### src/rtl/seg_blink_scan.sv
// Eight-digit multiplexed hex display scanner with per-digit blink masking.
// Loads land in a shadow buffer and are applied only at the 7->0 digit
// wrap, so a frame never shows a mix of old and new content. Each digit
// dwell begins with a short dead time that blanks the anodes. This avoids
// ghosting between neighbouring digits.
module seg_blink_scan #(
  parameter int SCAN_BITS = 16
) (
  input  logic        clk,
  input  logic        reset,
  input  logic        blink,
  input  logic        load,
  input  logic [31:0] data_in,
  input  logic [7:0]  mask_in,
  output logic        pending,
  output logic        frame_start,
  output logic [7:0]  an_n,
  output logic [6:0]  seg_n
);

  localparam logic [SCAN_BITS-1:0] DEAD_CYCLES = SCAN_BITS'(4);

  // State registers and their next-state values
  logic [SCAN_BITS-1:0] p_q, p_d;
  logic [2:0]           d_q, d_d;
  logic                 blink_q;
  logic [31:0]          shadow_data_q, shadow_data_d;
  logic [7:0]           shadow_mask_q, shadow_mask_d;
  logic [31:0]          active_data_q, active_data_d;
  logic [7:0]           active_mask_q, active_mask_d;
  logic                 pending_q, pending_d;
  logic                 frame_start_q, frame_start_d;
  logic [7:0]           an_n_q, an_n_d;
  logic [6:0]           seg_n_q, seg_n_d;

  // Decode helpers
  logic       p_max;
  logic       wrap;
  logic       swap;
  logic       blank;
  logic [3:0] nibble;

  // Hex digit to active-low segments {g,f,e,d,c,b,a}
  function automatic logic [6:0] hex_to_seg(input logic [3:0] v);
    logic [6:0] s;
    s = 7'h7F;
    case (v)
      4'h0: s = 7'b1000000;
      4'h1: s = 7'b1111001;
      4'h2: s = 7'b0100100;
      4'h3: s = 7'b0110000;
      4'h4: s = 7'b0011001;
      4'h5: s = 7'b0010010;
      4'h6: s = 7'b0000010;
      4'h7: s = 7'b1111000;
      4'h8: s = 7'b0000000;
      4'h9: s = 7'b0010000;
      4'hA: s = 7'b0001000;
      4'hB: s = 7'b0000011;
      4'hC: s = 7'b1000110;
      4'hD: s = 7'b0100001;
      4'hE: s = 7'b0000110;
      4'hF: s = 7'b0001110;
      default: s = 7'h7F;
    endcase
    return s;
  endfunction

  // Next-state logic: scan counters, shadow/active buffers, display outputs
  always_comb begin
    // NOTE: every signal gets a value before any condition so no latch is inferred.
    p_max  = &p_q;
    wrap   = p_max && (d_q == 3'd7);
    swap   = wrap && pending_q;
    nibble = active_data_q[{d_q, 2'b00} +: 4];
    blank  = (p_q < DEAD_CYCLES) || (active_mask_q[d_q] && !blink_q);

    p_d = p_q + 1'b1;
    d_d = p_max ? d_q + 3'd1 : d_q;

    // Swap takes the pre-edge shadow; a coincident load refills the shadow
    // and keeps pending set so it is applied at the following wrap.
    active_data_d = swap ? shadow_data_q : active_data_q;
    active_mask_d = swap ? shadow_mask_q : active_mask_q;
    shadow_data_d = load ? data_in : shadow_data_q;
    shadow_mask_d = load ? mask_in : shadow_mask_q;
    pending_d     = load || (pending_q && !swap);

    frame_start_d = wrap;
    an_n_d        = blank ? 8'hFF : ~(8'b1 << d_q);
    seg_n_d       = blank ? 7'h7F : hex_to_seg(nibble);
  end

  // Register all state with synchronous active-high reset
  always_ff @(posedge clk) begin
    // NOTE: sequential state uses non-blocking assignments so every flop samples pre-edge values.
    if (reset) begin
      p_q           <= '0;
      d_q           <= '0;
      blink_q       <= 1'b0;
      shadow_data_q <= '0;
      shadow_mask_q <= '0;
      active_data_q <= '0;
      active_mask_q <= '0;
      pending_q     <= 1'b0;
      frame_start_q <= 1'b0;
      an_n_q        <= 8'hFF;
      seg_n_q       <= 7'h7F;
    end else begin
      p_q           <= p_d;
      d_q           <= d_d;
      blink_q       <= blink;
      shadow_data_q <= shadow_data_d;
      shadow_mask_q <= shadow_mask_d;
      active_data_q <= active_data_d;
      active_mask_q <= active_mask_d;
      pending_q     <= pending_d;
      frame_start_q <= frame_start_d;
      an_n_q        <= an_n_d;
      seg_n_q       <= seg_n_d;
    end
  end

  assign pending     = pending_q;
  assign frame_start = frame_start_q;
  assign an_n        = an_n_q;
  assign seg_n       = seg_n_q;

endmodule

### config.mk
export PLATFORM = sky130hd
export DESIGN_NAME = seg_blink_scan
export DESIGN_NICKNAME = d
export VERILOG_FILES = /design/src/rtl/seg_blink_scan.sv
export SDC_FILE = /design/constraint.sdc
export NUM_CORES = 1
export LEC_CHECK = 0
export BUFFER_PORTS_ARGS = -buffer_cell sky130_fd_sc_hd__buf_2
export CORE_MARGIN = 2
export CORE_UTILIZATION = 55
export DETAILED_ROUTE_END_ITERATION = 10
export PLACE_DENSITY = 0.79
export SLEW_MARGIN = 5
export SYNTH_ARGS = -nofsm -noshare
export SYNTH_HDL_FRONTEND = slang
export SYNTH_SLANG_ARGS = --single-unit
### constraint.sdc
create_clock -name clk -period 2.7 [get_ports clk]
set_input_delay 0.54 -clock clk [delete_from_list [all_inputs] [get_ports clk]]
set_output_delay 0.54 -clock clk [all_outputs]
set_load 0.03 [all_outputs]
# [After elaboration in Yosys (flattened, before gate mapping)]
# Memories as Yosys holds them, arrays and structs flattened. A register that Yosys moved wholly into a read port is not among the register bits.
# Cells that the tools add are included.
[word_totals] ff_bits=110 output_inout_bits=17 mem_bits_ro=112 input_bits=44 mem_count=1
[op_classes] n_bitwise=1 n_lt_le_gt_ge=2 n_reduce_logical=10 eq_ne=1 n_addsub=2 n_shift=2 mux=2
[memory_table] memory="(no name shown)" depth=16 word_bits=7 rd=1 rd_ports_with_merged_regs=1 write_ports=0 line_no="47" rtl="case (v)"
[op_table] operator="$shiftx 32x6->4" count=1
[op_table] operator="$add 16x1->16 const B" count=1
[op_table] operator="$lt 16x3->1 const B" count=1
[op_table] operator="$reduce_and 16->1" count=1
[op_table] operator="$not 8->8" count=1
[op_table] operator="$shl 1x3->8 const A" count=1
[op_table] operator="$logic_and 1x1->1" count=4
[op_table] operator="$lt 3x4->1 const B" count=1
[op_table] operator="$add 3x1->3 const B" count=1
[op_table] operator="$bmux 1 s3" count=1
[op_table] operator="$eq 3x3->1 const B" count=1
[op_table] operator="$logic_not 1->1" count=2
[op_table] operator="$logic_or 1x1->1" count=2
[op_table] operator="$reduce_or 2->1" count=1
[op_table] operator="$mux 1" count=1

# [Longest topological paths before layout]
# Gate-level depths: netlist (run 1).
[depth] depth_word=6 depth_mapped=9 mapped_depth_nobuf=8

# [Worst setup path after synthesis (run 1)]
# Ideal clock, no wire load.
[synth_path] path_kind="reg2reg" startpoint="register d_q[0]" endpoint="register seg_n_q[3], in the netlist seg_n[3]" setup_ns=0.125 period_less_slack_ns=2.383 required_time_ns=2.575 stages_incl_launch_ff=9 n_path_buf=1 t_arrival_ns=2.258 setup_slack_ns=0.317 path_cell_list="dfxtp_1 > buf_2 > mux4_2 > mux2i_1 > inv_1 > ha_1 > and2_1 > a211oi_1 > o21ai_0"
[synth_between] elab_chain_cells=5 elab_cells_between_ends=6 classes_between="shift (1); mux (2); reduce/logical (3)"
[synth_lines] element="from (decl)" line_no="25" rtl="logic [2:0] d_q, d_d;"
[synth_lines] element="from (signal assigned)" line_no="99" rtl="d_q <= '0;"
[synth_lines] element="from (signal assigned)" line_no="111" rtl="d_q <= d_d;"
[synth_lines] element="$bmux 1 s3" line_no="76" rtl="blank = (p_q < DEAD_CYCLES) || (active_mask_q[d_q] && !blink_q);"
[synth_lines] element="$mux 1 (implied by the code)" line_no="76"
[synth_lines] element="$logic_and 1x1->1" line_no="76"
[synth_lines] element="$logic_or 1x1->1" line_no="76"
[synth_lines] element="$reduce_or 2->1 (no line)"
[synth_lines] element="to (decl)" line_no="34" rtl="logic [6:0] seg_n_q, seg_n_d;"
# Several ways; a longest one is shown, not always the timed one. The select of a mux whose other input is x is not followed.
# A chain may end at the register's enable or synchronous reset.

# [Final worst setup path (run 1)]
[layout_path] startpoint="register p_q[0]" endpoint="register active_mask_q[6]"
[layout_between] elab_chain_cells=3
[layout_lines] element="from (decl)" line_no="24" rtl="logic [SCAN_BITS-1:0] p_q, p_d;"
[layout_lines] element="from (signal assigned)" line_no="110" rtl="p_q <= p_d;"
[layout_lines] element="$reduce_and 16->1" line_no="72" rtl="p_max = &p_q;"
[layout_lines] element="$logic_and 1x1->1" line_no="73" rtl="wrap = p_max && (d_q == 3'd7);"
[layout_lines] element="$logic_and 1x1->1" line_no="74" rtl="swap = wrap && pending_q;"
[layout_lines] element="to (signal assigned)" line_no="116" rtl="active_mask_q <= active_mask_d;"
[layout_lines] element="to (decl)" line_no="30" rtl="logic [7:0] active_mask_q, active_mask_d;"
# No other way between the ends.

==> flow_summary.ini, run 1 <==
[finish]
final_cell_mix = dfxtp_1 (117), nor2_1 (100), mux2i_1 (87), buf_2 (60), nand2_1 (17)
drive_above_1_share = 0.231
seqCellArea_um2 = 2340
multi_input_area_um2 = 2180
layout.nets = 567
synthToLayoutAreaGrowth_pct = 19.9
n_fill_cell = 667
postLayoutCellArea_um2 = 5740
final_common_cell = dfxtp_1
antenna_cells = 0

[critical_path]
cp-end-kind = register
critPathTopFamily = simple AND/OR/NAND/NOR gates
path_buf_inv = 1
r2r_start = p_q[0]
r2r_cells = 7
rrSetupSlack_ns = 0.37
critical_path.cell_chain = ha_1 > and3_1 > nand4_1 > or4_2 > buf_12 > mux2i_1 > nor2_1
critPathRequiredTime_ns = 3.08
arrival_ns = 2.72
crit_path_start_kind = register
critPathMaxStageDelay_ns = 0.72
r2r-end = active_mask_q[6]
cp_max_fo = 40
slowest_stage = or4_2
critPathKind = register to register

[global_route]
grt_usage = 0.205
grt_overflow = 0
antenna_found_initial = 0
grt_pass1_wl_um = 15600
grt_max_degree = 53
grt_pass1_vias = 3419

[routing]
avgRoutedWirePerCell_um = 14.3
first_pass_iters = 4
drcViolationCount = 0
wl_um = 9010
antenna_left = 0
drt_iter0_drc = 89
vias = 3335
vias_per_cell = 5.28

[synth]
synthXorXnorAreaFrac = 0.0256
synthMuxAreaShare = 0.229
avgSynthCellArea_um2 = 10.7
synth_ff_type = dfxtp_1
yosys.area.top_type_share = 0.489
synth_fa_ha_area_frac = 0.0314
synth_edf_count = 0
synth_compound_area_frac = 0.0267
yosys.area_share.simple = 0.143
yosys-top-cells-area = dfxtp_1 (49%), mux2i_1 (18%), nor2_1 (7.8%), mux4_2 (4.7%), ha_1 (3.1%)
synth_nets = 503
syn_inst = 447
yosysSeqAreaShare = 0.489
yosysTopAreaCell = dfxtp_1
synth_cell_type_count = 43
synth_warnings = 0
syn-cell-area_um2 = 4790
synthArstFlopShare = 0
synth_seq_cells = 117
synth_top_family_by_area = multiplexers

[hold_path]
min_path_cells = 2
hp-class = primary input to register
min_from = blink
hold_path_end = blink_q

[floorplan]
rows = 34
core_area_um2 = 8590
dieWidth_um = 97.3
ios = 61
initial_utilization = 0.557
die_height_um = 97.3
dieArea_um2 = 9470

[clock_network]
numClockSinks = 117
clk_pin_slew_ns = 0.05
clockBufferDepth = 2
cts_hold_buf = 0
htreeDepth = 4
cts_tree = done
root_buffer = clkbuf_8
clk-insertion-delay-late_ns = 0.52
postCtsSetupBuffers = 0
cts_resized = 0
cts_buffers = 17

[timing]
worst_pin_slew_ns = 0.510
drv_slew = 0
min_period_ns = 2.33
holdWs_ns = 0.243
hold_viol = 0
slew-limit-headroom = 0.660
rsz0062_at_grt = no
setup_viol = 0
fin_ws_ns = 0.365
fmax_mhz = 428
period_share = 0.865
setup-tns-final_ns = 0
fin_skew_ns = 0.0138

[pwr]
p_per_area_nw_per_um2 = 756
fin_total_pwr_mw = 4.34
total_leakage_power_nw = 2.73
vdd_drop_max_v = 0.000558

[placed_design]
post_dp_cell_area_um2 = 5100
io_buffers = 60
detailed_place_hpwl_um = 6030
routabilityCongestion = 0.845
place_ws_ns = 0.374

[run]
drv_cap = 0

[outcome]
run_status = completed
-- power by group --
| group | internal [mW] | switching, mW |
|---|---|---|
| sequential | 1.77 | 0.0270 |
| clock | 1.61 | 0.769 |
| combinational | 0.0734 | 0.0868 |
| total | 3.45 | 0.883 |
-- metrics by stage --
step	cells	utilization
after floorplan	447	-
after global placement	600	0.594
after detailed placement	600	0.594
after CTS	632	0.668
after global routing	632	0.668
final	632	0.668
-- routing by layer --
metal  track usage  part of all wire  vias to the layer above
met5             0                 0                        -
met4        0.0972             0.021                        0
met3        0.0568             0.037                       17
met2         0.351              0.49                       74
met1         0.237              0.45                     1587
li1              -                 -                     1657
-- registers in the layout, indices dropped and copies added, names as in the netlist --
name,cells
active_data_q,32
shadow_data_q,32
p_q,16
active_mask_q,8
an_n,8
shadow_mask_q,8
seg_n,7
d_q,3
blink_q,1
frame_start,1
pending,1
-- worst max-delay path by stage --
stage          startpoint           endpoint  cells past startpoint
4_1_cts            p_q[0]  active_data_q[24]                      7
5_1_grt            d_q[0]           seg_n[5]                      9
3_3_place_gp       p_q[0]   active_mask_q[6]                      7
2_1_floorplan      d_q[0]           seg_n[3]                      8
3_5_place_dp       p_q[0]   active_mask_q[2]                      7
6_report           p_q[0]   active_mask_q[6]                      7
-- cell families (layout without fill, tap and decap cells) --
group,after synthesis,in the layout
simple gates,154,154
flops,117,117
mux,97,97
buf+inv,35,112
compound gates,18,18
xor+xnor,14,14
fa+ha+maj,12,12
-- area by class of cell --
type	count	share of cell area
Timing Repair Buffer	71	0.0711
Tap cell	108	0.0236
Clock buffer	18	0.0746
Clock inverter	14	0.0362
Sequential cell	117	0.408
Inverter	9	0.00589
Multi-Input combinational cell	295	0.381
-- synthesized netlist by cell type (all sizes together) (4+ instances only) --
cell / count
dfxtp: 117
buf: 14
mux2i: 87
and2: 5
nor2: 100
xnor2: 6
mux4: 10
ha: 12
nand3: 9
nand4: 4
clkbuf: 10
xor2: 8
nand2: 17
inv: 9
Note: power is estimated with default switching activity, not from simulation.
==> inputs of run 2 (changes only) <==
CORE_UTILIZATION = 52   (was 55)
clock period = 2 ns   (was 2.7 ns; I/O delays follow)
==> run 2 against run 1 <==
Against the previous run:
- the flow now finishes with violations (negative setup slack)
- power increased by 26%
- core utilization increased by 0.83 points
- combinational power increased by 52%
- die area increased by 5.5%
- sequential share of layout area decreased by 2.5 points
- via count increased by 6.4%
- cell count increased by 5.2%
- largest cell class unchanged
==> flow_summary.ini, run 2 (synthesis results as in run 1) <==
[floorplan]
core_area_um2 = 9060
rows = 35
dieWidth_um = 99.9
die_height_um = 99.9
initial_utilization = 0.528
ios = 61
dieArea_um2 = 9990

[routing]
vias = 3547
first_pass_iters = 4
wl_um = 10800
antenna_left = 0
avgRoutedWirePerCell_um = 16.2
drcViolationCount = 0
drt_iter0_drc = 133
vias_per_cell = 5.33

[timing]
period_share = 1.05
hold_viol = 0
holdWs_ns = 0.0984
setup_viol = 46
fmax_mhz = 477
fin_ws_ns = -0.0960
rsz0062_at_grt = yes
min_period_ns = 2.10
fin_skew_ns = 0.00577
slew-limit-headroom = 0.715
drv_slew = 0
worst_pin_slew_ns = 0.428

[clock_network]
clockBufferDepth = 2
root_buffer = clkbuf_8
cts_tree = done
cts_hold_buf = 0
htreeDepth = 4
clk-insertion-delay-late_ns = 0.51
cts_buffers = 17
numClockSinks = 117
clk_pin_slew_ns = 0.06

[hold_path]
hp-class = primary input to register

[placed_design]
routabilityCongestion = 0.829
place_ws_ns = -0.150
dp_cells = 621
io_buffers = 60
detailed_place_hpwl_um = 6240

[outcome]
violations = negative setup slack
run_status = finished, violations left

[finish]
biggestRegsByFlops = active_data_q x32, shadow_data_q x32, p_q x16
drive_above_1_share = 0.301
stdcell_count = 665
final_common_cell = dfxtp_1
final_cell_mix = dfxtp_1 (114), nor2_1 (100), mux2i_1 (83), buf_2 (60), buf_4 (27)
antenna_cells = 0
synthToLayoutAreaGrowth_pct = 28.0
layout.nets = 597

[critical_path]
r2r_cells = 7
arrival_ns = 2.48
critPathRequiredTime_ns = 2.38
rrSetupSlack_ns = -0.1
critPathMaxStageDelay_ns = 0.68
r2r_start = p_q[0]
slowest_stage = or4_4
crit_path_start_kind = register
r2r-end = active_data_q[19]
cp_max_fo = 8
endpoint = active_data_q[19]
critPathKind = register to register
cp-end-kind = register
critical_path.cell_chain = ha_2 > and3_4 > nand4_1 > or4_4 > buf_12 > mux2i_1 > nor2_1
cp-startpoint = p_q[0]

[global_route]
use_met3 = 0.0710
antenna_found_initial = 0
grt-busiest-layer = met2
grt_max_degree = 103
use_met2 = 0.340
met1_usage = 0.253
grt_overflow = 0
grt_pass1_wl_um = 16100
grt_usage = 0.207
grt_pass1_vias = 3431

[run]
drv_cap = 0

[pwr]
p_per_area_nw_per_um2 = 888
total_leakage_power_nw = 2.90
vdd_drop_max_v = 0.000587
fin_total_pwr_mw = 5.44
run 2: worst min-delay path by stage:
stage / startpoint / endpoint / cells after the start
2_1_floorplan: p_q[0] / p_q[0] / 1
3_3_place_gp: active_data_q[8] / active_data_q[8] / 2
3_5_place_dp: active_data_q[10] / active_data_q[10] / 2
4_1_cts: blink / blink_q / 2
5_1_grt: blink / blink_q / 2
6_report: blink / blink_q / 2
run 2: area by class of cell:
type / instances / area, um^2
sequential: 117 / 2350
clock buffer: 23 / 467
multi-input combinational: 295 / 2280
fill: 658 / 2940
tap: 111 / 139
inverter: 9 / 33.8
clock inverter: 9 / 76.3
timing repair buffer: 101 / 785
run 2: per-stage QoR:
| stage | util | instance area [um^2] | TNS (ns) |
|---|---|---|---|
| 2_1_floorplan | - | 4820 | 0 |
| 3_3_place_gp | 0.586 | 5320 | -1.99 |
| 3_5_place_dp | 0.586 | 5320 | -4.57 |
| 4_1_cts | 0.655 | 5940 | -0.267 |
| 5_1_grt | 0.676 | 6130 | -7.60 |
| 6_report | 0.676 | 6130 | -1.91 |
run 2: power breakdown:
part,switching [mW],internal (mW)
Combinational,0.128,0.116
Clock,1.04,1.73
Sequential,0.0369,2.39
run 2: critical path: cells and delay by family, from the launching register on:
kind	cells	cell delay, ns
mux	1	0.19
flops	1	0.34
simple gates	4	1.04
buf+inv	1	0.20
fa+ha+maj	1	0.19
run 2: timing repair:
action,4_1_cts,5_1_grt
pin swaps,4,8
hold endpoints to repair,0,0
resized for setup,12,10
setup endpoints to repair,51,52
setup buffers,2,3
cloned,1,6
run 2: routing by layer:
metal	wire length (um)	part of all wire
met4	167	0.016
met1	4570	0.42
met5	0	0
met3	555	0.052
met2	5470	0.51
==> inputs of run 3 (changes only) <==
CORE_ASPECT_RATIO = 2   (was not set)
==> run 3 against run 2 <==
Against the previous run:
- the flow still finishes with violations (negative setup slack)
- via count rose by 1.6%
- sequential cell count did not move
- clock-buffer cell count rose by 1
- maximum frequency fell by 1.4%
- critical path depth did not move
- clock power rose by 24%
- sequential share of layout area fell by 1.5 points
- highest routed layer unchanged
==> flow_summary.ini, run 3 (synthesis results as in run 1) <==
[outcome]
run_status = finished, violations left
violations = negative setup slack

[run]
drv_cap = 0

[critical_path]
critPathMaxStageDelay_ns = 0.67
slowest_stage = or4_4
arrival_ns = 2.42
critPathRequiredTime_ns = 2.29
r2r_cells = 7
path_buf_inv = 1
critPathTopFamily = simple AND/OR/NAND/NOR gates
critPathKind = register to register
cp-end-kind = register
r2r-end = active_data_q[19]
critical_path.cell_chain = ha_2 > and3_4 > nand4_1 > or4_4 > clkbuf_16 > mux2i_1 > nor2_1
crit_path_start_kind = register
rrSetupSlack_ns = -0.13
cp_max_fo = 6
r2r_start = p_q[1]
cp-startpoint = p_q[1]

[floorplan]
dieWidth_um = 71.8
core_area_um2 = 8950
dieArea_um2 = 10000
rows = 49
initial_utilization = 0.535
die_height_um = 140
ios = 61

[finish]
antenna_cells = 0
biggestRegsByFlops = active_data_q x32, shadow_data_q x32, p_q x16
final_common_cell = dfxtp_1
multi_input_area_um2 = 2380
drive_above_1_share = 0.335
n_fill_cell = 576
synthToLayoutAreaGrowth_pct = 33.3
layout.nets = 607
final_cell_mix = dfxtp_1 (114), nor2_1 (100), mux2i_1 (77), buf_2 (60), buf_4 (39)
seqCellArea_um2 = 2350

[placed_design]
place_ws_ns = -0.166
detailed_place_hpwl_um = 6820
io_buffers = 60
routabilityCongestion = 0.782

[pwr]
total_leakage_power_nw = 2.97
swShare = 0.196
p_per_area_nw_per_um2 = 958
p_comb_frac = 0.039
fin_total_pwr_mw = 6.12
switching_power_mw = 1.20
internal_power_mw = 4.92
pwr-share-clk = 0.563
p_seq_frac = 0.398
vdd_drop_max_v = 0.000902

[clock_network]
root_buffer = clkbuf_16
clk-insertion-delay-late_ns = 0.42
clockBufferDepth = 2
cts_buffers = 17
clk_pin_slew_ns = 0.05
cts_tree = done
cts_hold_buf = 0
numClockSinks = 117
htreeDepth = 4

[routing]
top_layer_used = met4
drcViolationCount = 0
vias_per_cell = 5.41
dr_wl_met2_um = 6400
wl_met3_um = 502
wl_um = 11400
antenna_left = 0
drt_iter0_drc = 174
avgRoutedWirePerCell_um = 17.1
first_pass_iters = 4
vias = 3604
drt-met1-wl_um = 3980

[timing]
min_period_ns = 2.13
fin_skew_ns = 0.00770
setup-tns-final_ns = -1.40
slew-limit-headroom = 0.696
setup_viol = 40
fin_ws_ns = -0.127
hold_viol = 0
period_share = 1.06
holdWs_ns = 0.215
rsz0062_at_grt = yes
fmax_mhz = 470
worst_pin_slew_ns = 0.452
drv_slew = 0

[global_route]
grt_pass1_vias = 3701
grt_pass1_wl_um = 17000
grt_overflow = 0
grt_max_degree = 103
antenna_found_initial = 0
grt_usage = 0.221

[hold_path]
hold_path_end = shadow_data_q[19]
hp-class = primary input to register
min_path_cells = 3
min_from = data_in[19]
[run 3: power by group through the flow]
stage               sequential [mW]  combinational, mW  clock (mW)
CTS                            2.43              0.231        3.45
global placement               2.47              0.222           0
global route                   2.44              0.261        3.58
detailed placement             2.48              0.230           0
finish                         2.44              0.238        3.44
floorplan                      2.48              0.140           0
[run 3: how the worst max path moves through the flow]
| stage | endpoint | slack, ns | depth (start not counted) |
|---|---|---|---|
| 2_1_floorplan | seg_n[3] | 0.001 | 8 |
| 3_3_place_gp | active_data_q[0] | -0.1 | 7 |
| 3_5_place_dp | seg_n[3] | -0.17 | 8 |
| 4_1_cts | seg_n[3] | -0.02 | 8 |
| 5_1_grt | active_data_q[19] | -0.19 | 7 |
| 6_report | active_data_q[19] | -0.13 | 7 |
[run 3: repair_timing]
| action | 4_1_cts | 5_1_grt |
|---|---|---|
| endpoints found under the setup margin | 45 | 54 |
| buffers inserted | 3 | 5 |
| gates cloned | 0 | 4 |
| resized for setup | 13 | 33 |
| pin swaps | 2 | 7 |
| endpoints found under the hold margin | 0 | 0 |
[run 3: area by class of cell]
cell class,count,area share
sequential,117,0.368
multi-input combinational,295,0.373
clock inverter,8,0.0259
clock buffer,24,0.0804
tap,102,0.0200
timing repair buffer,111,0.127
inverter,9,0.00529
[run 3: through the flow]
stage	util	instance area, um^2	instances
2_1_floorplan	-	4820	447
3_3_place_gp	0.597	5340	622
3_5_place_dp	0.597	5340	622
4_1_cts	0.682	6100	657
5_1_grt	0.713	6380	666
6_report	0.713	6380	666
[run 3: per-layer routing]
metal  up-vias  track usage
met3        34       0.0594
li1       1729            -
met5         -            0
met2       125        0.408
met1      1716        0.213
met4         0        0.118
[run 3: worst register-to-register path, stage by stage (launching register included)]
cell       delay, ns
dfxtp_2         0.33
ha_2            0.17
and3_4          0.18
nand4_1         0.12
or4_4           0.67
clkbuf_16       0.23
mux2i_1         0.23
nor2_1          0.07
